==> config.mk <==
export PLATFORM = sky130hd
export DESIGN_NAME = video_tile_fetch
export DESIGN_NICKNAME = d
export VERILOG_FILES = /design/src/rtl/video_pkg.sv /design/src/rtl/tile_shifter.sv /design/src/rtl/video_tile_fetch.sv
export SDC_FILE = /design/constraint.sdc
export NUM_CORES = 1
export LEC_CHECK = 0
export CAP_MARGIN = 0
export CORE_UTILIZATION = 49
export DETAILED_ROUTE_END_ITERATION = 8
export PLACE_DENSITY_LB_ADDON = 0.3
export SYNTH_ARGS = -nofsm -noshare
export SYNTH_HDL_FRONTEND = slang
export SYNTH_SLANG_ARGS = --single-unit
==> constraint.sdc <==
create_clock -name clk -period 4.3 [get_ports clk]
set_clock_uncertainty 0.1 [all_clocks]
set_input_delay 0.86 -clock clk [delete_from_list [all_inputs] [get_ports clk]]
set_output_delay 0.86 -clock clk [all_outputs]
set_load 0.05 [all_outputs]
==> src/rtl/video_pkg.sv <==
// Shared definitions for the tile fetch pipeline: timing defaults,
// the pixel-phase slots of the fetch sequence and the fetch-state enum.
package video_pkg;

  localparam int H_TOTAL_DEF = 384;
  localparam int V_TOTAL_DEF = 264;

  // Phase (hcnt[2:0]) at which each fetch step fires
  localparam logic [2:0] PH_ADDR = 3'd1;
  localparam logic [2:0] PH_CODE = 3'd3;
  localparam logic [2:0] PH_ROW  = 3'd5;
  localparam logic [2:0] PH_LOAD = 3'd7;

  typedef enum logic [2:0] {
    ST_IDLE = 3'd0,
    ST_ADDR = 3'd1,
    ST_CODE = 3'd2,
    ST_ROW  = 3'd3,
    ST_LOAD = 3'd4
  } fetch_st_e;

  // The fetch state is a pure function of the pixel phase, so a jump in
  // hcnt is followed immediately without any stored sequencing state.
  function automatic fetch_st_e decode_phase(input logic [2:0] ph);
    case (ph)
      PH_ADDR: return ST_ADDR;
      PH_CODE: return ST_CODE;
      PH_ROW:  return ST_ROW;
      PH_LOAD: return ST_LOAD;
      default: return ST_IDLE;
    endcase
  endfunction

endpackage

==> src/rtl/tile_shifter.sv <==
// 8-bit glyph row shifter (MSB first) with the palette latch that travels
// alongside the row it belongs to.
module tile_shifter (
  input  logic       clk,
  input  logic       reset,
  input  logic       ce,
  input  logic       load,
  input  logic [7:0] din,
  input  logic [2:0] cin,
  output logic       pix,
  output logic [2:0] color
);

  logic [7:0] r_sh;
  logic [2:0] r_col;

  // Load a new row on the load slot, otherwise shift left with zero fill
  always_ff @(posedge clk) begin
    if (reset) begin
      r_sh  <= 8'h00;
      r_col <= 3'd0;
    end else if (ce) begin
      if (load) begin
        r_sh  <= din;
        r_col <= cin;
      end else begin
        r_sh  <= {r_sh[6:0], 1'b0};
      end
    end
  end

  assign pix   = r_sh[7];
  assign color = r_col;

endmodule

==> src/rtl/video_tile_fetch.sv <==
// Character-tile background fetcher: every 8 pixels it reads the tile map,
// then the character ROM, and hands the glyph row to the pixel shifter so
// it is displayed during the following 8-pixel cell.
module video_tile_fetch
  import video_pkg::*;
#(
  parameter int H_TOTAL = H_TOTAL_DEF,
  parameter int V_TOTAL = V_TOTAL_DEF
) (
  input  logic        clk,
  input  logic        reset,
  input  logic        pix_ce,
  input  logic [8:0]  hcnt,
  input  logic [8:0]  vcnt,
  input  logic        hblank,
  input  logic        vblank,
  input  logic        page,
  output logic [10:0] vram_addr,
  input  logic [7:0]  vram_q,
  output logic [10:0] chr_addr,
  input  logic [7:0]  chr_q,
  output logic        pix_out,
  output logic [2:0]  pix_color
);

  // Last 8 pixels of a line prefetch column 0 of the next line
  localparam logic [8:0] H_LAST_CELL = 9'(H_TOTAL - 8);
  localparam logic [8:0] V_LAST      = 9'(V_TOTAL - 1);

  fetch_st_e  w_state;
  logic       w_late;
  logic [4:0] w_fc;
  logic [7:0] w_fl;
  logic       w_primed;
  logic       w_load;
  logic       w_pix;
  logic [2:0] w_color;

  logic [10:0] r_vram_addr;
  logic [10:0] r_chr_addr;
  logic [2:0]  r_code_pal;   // palette bits of the pending code; glyph bits already left on chr_addr
  logic [7:0]  r_row_pend;
  logic [1:0]  r_fill;       // 0 none, 1 addr, 2 code, 3 row seen since reset
  logic        r_pix;
  logic [2:0]  r_color;

  assign w_state = decode_phase(hcnt[2:0]);
  assign w_late  = (hcnt >= H_LAST_CELL);
  assign w_fc    = w_late ? 5'd0 : hcnt[7:3] + 5'd1;
  assign w_fl    = !w_late          ? vcnt[7:0] :
                   (vcnt == V_LAST) ? 8'd0      : vcnt[7:0] + 8'd1;

  // Until one complete addr/code/row sequence has run after reset, the
  // pending registers hold nothing meaningful, so load a blank cell instead.
  assign w_primed = (r_fill == 2'd3);
  assign w_load   = (w_state == ST_LOAD);

  // Fetch FSM: one step per phase slot, holding on pix_ce=0
  always_ff @(posedge clk) begin
    if (reset) begin
      r_vram_addr <= 11'd0;
      r_chr_addr  <= 11'd0;
      r_code_pal  <= 3'd0;
      r_row_pend  <= 8'h00;
      r_fill      <= 2'd0;
    end else if (pix_ce) begin
      case (w_state)
        ST_ADDR: begin
          r_vram_addr <= {page, w_fl[7:3], w_fc};
          if (r_fill == 2'd0) r_fill <= 2'd1;
        end
        ST_CODE: begin
          r_code_pal <= vram_q[7:5];
          r_chr_addr <= {vram_q, w_fl[2:0]};
          if (r_fill == 2'd1) r_fill <= 2'd2;
        end
        ST_ROW: begin
          r_row_pend <= chr_q;
          if (r_fill == 2'd2) r_fill <= 2'd3;
        end
        default: ;
      endcase
    end
  end

  tile_shifter u_shifter (
    .clk   (clk),
    .reset (reset),
    .ce    (pix_ce),
    .load  (w_load),
    .din   (w_primed ? r_row_pend : 8'h00),
    .cin   (w_primed ? r_code_pal : 3'd0),
    .pix   (w_pix),
    .color (w_color)
  );

  // Output register with blanking gate; fetching itself never stops
  always_ff @(posedge clk) begin
    if (reset) begin
      r_pix   <= 1'b0;
      r_color <= 3'd0;
    end else if (pix_ce) begin
      if (hblank || vblank) begin
        r_pix   <= 1'b0;
        r_color <= 3'd0;
      end else begin
        r_pix   <= w_pix;
        r_color <= w_color;
      end
    end
  end

  assign vram_addr = r_vram_addr;
  assign chr_addr  = r_chr_addr;
  assign pix_out   = r_pix;
  assign pix_color = r_color;

endmodule

==> impl_results.md <==
- Grt total ovfl: 0
- Place WS: between 900 and 1000 ps
- Worst-Skew Late Latency: roughly 300 ps
- Clock transition at path regs: 90 ps
- Vias in the first global route: 1794
- Max_cap viols: 0
- Violation count after the first detailed-route iteration: 119
- Root Buffer Master: clkbuf_8
- Layout overhead on the synthesized area: 37.2%
- Setup slack, reg-to-reg: 2840 ps
- Placer Congestion: 0.936
- Sequential share of the synthesized area: 0.463
- Crit path DAT: 3100 ps
- IO buf count: 65
- Total routed wirelength: 4800 µm
- CTS Buffer Depth: 2
- Reg2reg start: r_fill[1]
- Yosys warns: 0
- First-pass GRT wire length: 7890 µm
- Final nets: 359
- CTS HTree Levels: 2
- Worst slew margin: 0.507
- Startpoint Class: primary input
- GRT Overall Usage: 0.236
- F_max: approximately 340 MHz
- Pin count of the biggest net entering global routing: 49
- Crit path kind: in2reg
- Setup slack after layout: around 1300 ps
- Setup violations, final: 0
- Post-DP HPWL: 3440 µm
- RSZ-0062 raised after global routing: false
- Final Hold Viols: 0
- Die span in x: about 66 µm
- Initial antenna violation count: 0
- Worst hold start: vram_addr[2]
- EDFF count, synth: 0
- DRT Pass-1 Iters: 4
- Multi-input logic area: just over 1000 µm²
- Reg2Reg Depth: 4
- Fillers: 354
- FF+latch count, synth: 47
- Most frequent cells in the layout: 65 x clkdlybuf4s50_1, 52 x nand2_1, 47 x dfxtp_1, 40 x a21oi_1, 32 x nor2_1
- DR WL/cell: 13.1 µm
- Inserted Diodes: 0
- Inserted Clock Buffers: 5
- Commonest non-fill, non-tap cell in the layout: clkdlybuf4s50_1
- Worst EP required: approximately 4400 ps
- Status: finished, final reports clean
- Core area: 4000 µm²
- Initial Utilization: 0.508
- Syn Area/Cell: 7.94 µm²
- Part of the cycle the worst path needs: 0.693
- Fin crit period: between 2000 and 3000 ps
- DR vias/cell: between 5 and 6
- Post-cts sizing count: 0
- Pleak: 0.000979 µW
- CTS tree: done
- Async set-reset flop share out of synthesis: 0
- Final max-slew violation count: 0
- Worst-Margin Slew: 737 ps
- Antenna violation net count after detailed routing: 0
- Hold EP: vram_addr[2]
- Die area: 4410 µm²
- Die height: 66.4 µm
- Ys flop type: dfxtp_1
- Crit Path Max Fanout: 9
- Netlist cell types: 36
- Min-Delay Path Depth: 2
- Post-synthesis cell count: 256
- # Post-CTS Setup Buffers: 0
- Layout cells sized above 1: 0.0505
- Vias: 1982
- FP Rows: 23
- Peak VDD IR: about 0.00021 V
- Setup TNS: 0 ps
- PwrDens: 300 nW/µm²
- Crit end category: flop
- DR DRC count: 0
- # clock sinks: 47
- Post-CTS Hold Buffers: 0
- Post-synthesis cell area: 2030 µm²
- IO Pins: 66
- FF-to-FF End: u_shifter.r_sh[5]
- Syn Nets: 298
- Flip-flop and latch area: between 900 and 1000 µm²
- Hold Crit Class: reg2reg
[where the power goes]
| part | switching [µW] | internal (µW) | leakage, µW |
|---|---|---|---|
| sequential | 5.85 | 446 | 0.000381 |
| clock | 147 | 111 | 0.0000440 |
| combinational | 67.5 | 59.5 | 0.000554 |
| total | 220 | 616 | 0.000979 |
[critical path, stage by stage]
cell             delay, ps
clkdlybuf4s50_1        550
or4b_4                 590
o21ai_4                230
nand2_4                110
or4_1                  510
a311oi_1               250
[area by class of cell]
type / count / area share
timing repair buffer: 68 / 0.241
sequential: 47 / 0.337
multi-input combinational: 195 / 0.370
clock buffer: 5 / 0.0247
clock inverter: 2 / 0.00493
tap: 50 / 0.0224
[cells by family after synthesis]
logic type,share of synthesized area
adders and majority gates,0.0123
DFF,0.463
xor gates and xnor gates,0.0345
AOI/OAI and AO/OA,0.178
and+or+nand+nor,0.282
buffers and inverters,0.0301
[worst max-delay path by stage]
stage / start / endpoint / slack (ps) / depth (start not counted)
after global placement: hcnt[1] / vram_addr[5] / 1070 / 6
after global routing: hcnt[1] / vram_addr[5] / 1230 / 6
after CTS: hcnt[1] / vram_addr[5] / 1330 / 6
after detailed placement: hcnt[1] / vram_addr[5] / 990 / 6
final: hcnt[1] / vram_addr[5] / 1320 / 6
after floorplan: hcnt[2] / vram_addr[5] / 1590 / 6
[metal layers]
metal,routed length [µm],vias to the layer above,GRT usage
li1,-,1002,-
met5,0,-,0
met3,286,11,0.0569
met2,2430,72,0.411
met1,1990,897,0.276
met4,89,0,0.0904
[cells in the mapped netlist, types with 2 or more instances]
library cell / n / area share
ha_1: 2 / 0.012
a31oi_1: 2 / 0.0062
nand2_1: 52 / 0.096
and2_1: 2 / 0.0062
nor2_1: 32 / 0.059
nand3_1: 13 / 0.032
nand2b_1: 4 / 0.012
nor4_1: 2 / 0.0062
o21ai_0: 2 / 0.0049
xor2_1: 7 / 0.030
a21oi_1: 40 / 0.098
clkbuf_1: 11 / 0.020
dfxtp_1: 47 / 0.46
a22oi_1: 4 / 0.015
nor3_1: 4 / 0.0098
a211oi_1: 3 / 0.011
a311oi_1: 4 / 0.017
a21o_1: 3 / 0.011
or3_1: 2 / 0.0062
nand4_1: 2 / 0.0062
nor3b_1: 3 / 0.011
[flip-flops by register name (all words and copies together) (netlist names)]
register         flops
chr_addr            11
r_row_pend           8
pix_color            3
vram_addr           11
pix_out              1
u_shifter.r_sh       8
u_shifter.color      3
r_fill               2
[per-stage QoR]
step | hold slack [ps] | instances | power, µW | area [µm²] | utilization
after floorplan | 337 | 256 | 527 | 2030 | -
after global placement | 340 | 360 | 586 | 2710 | 0.677
after detailed placement | 345 | 360 | 588 | 2710 | 0.677
after CTS | 357 | 367 | 845 | 2790 | 0.698
after global routing | 373 | 367 | 875 | 2790 | 0.698
final | 354 | 367 | 836 | 2790 | 0.698
No activity file was read; power rests on OpenSTA's default activity.
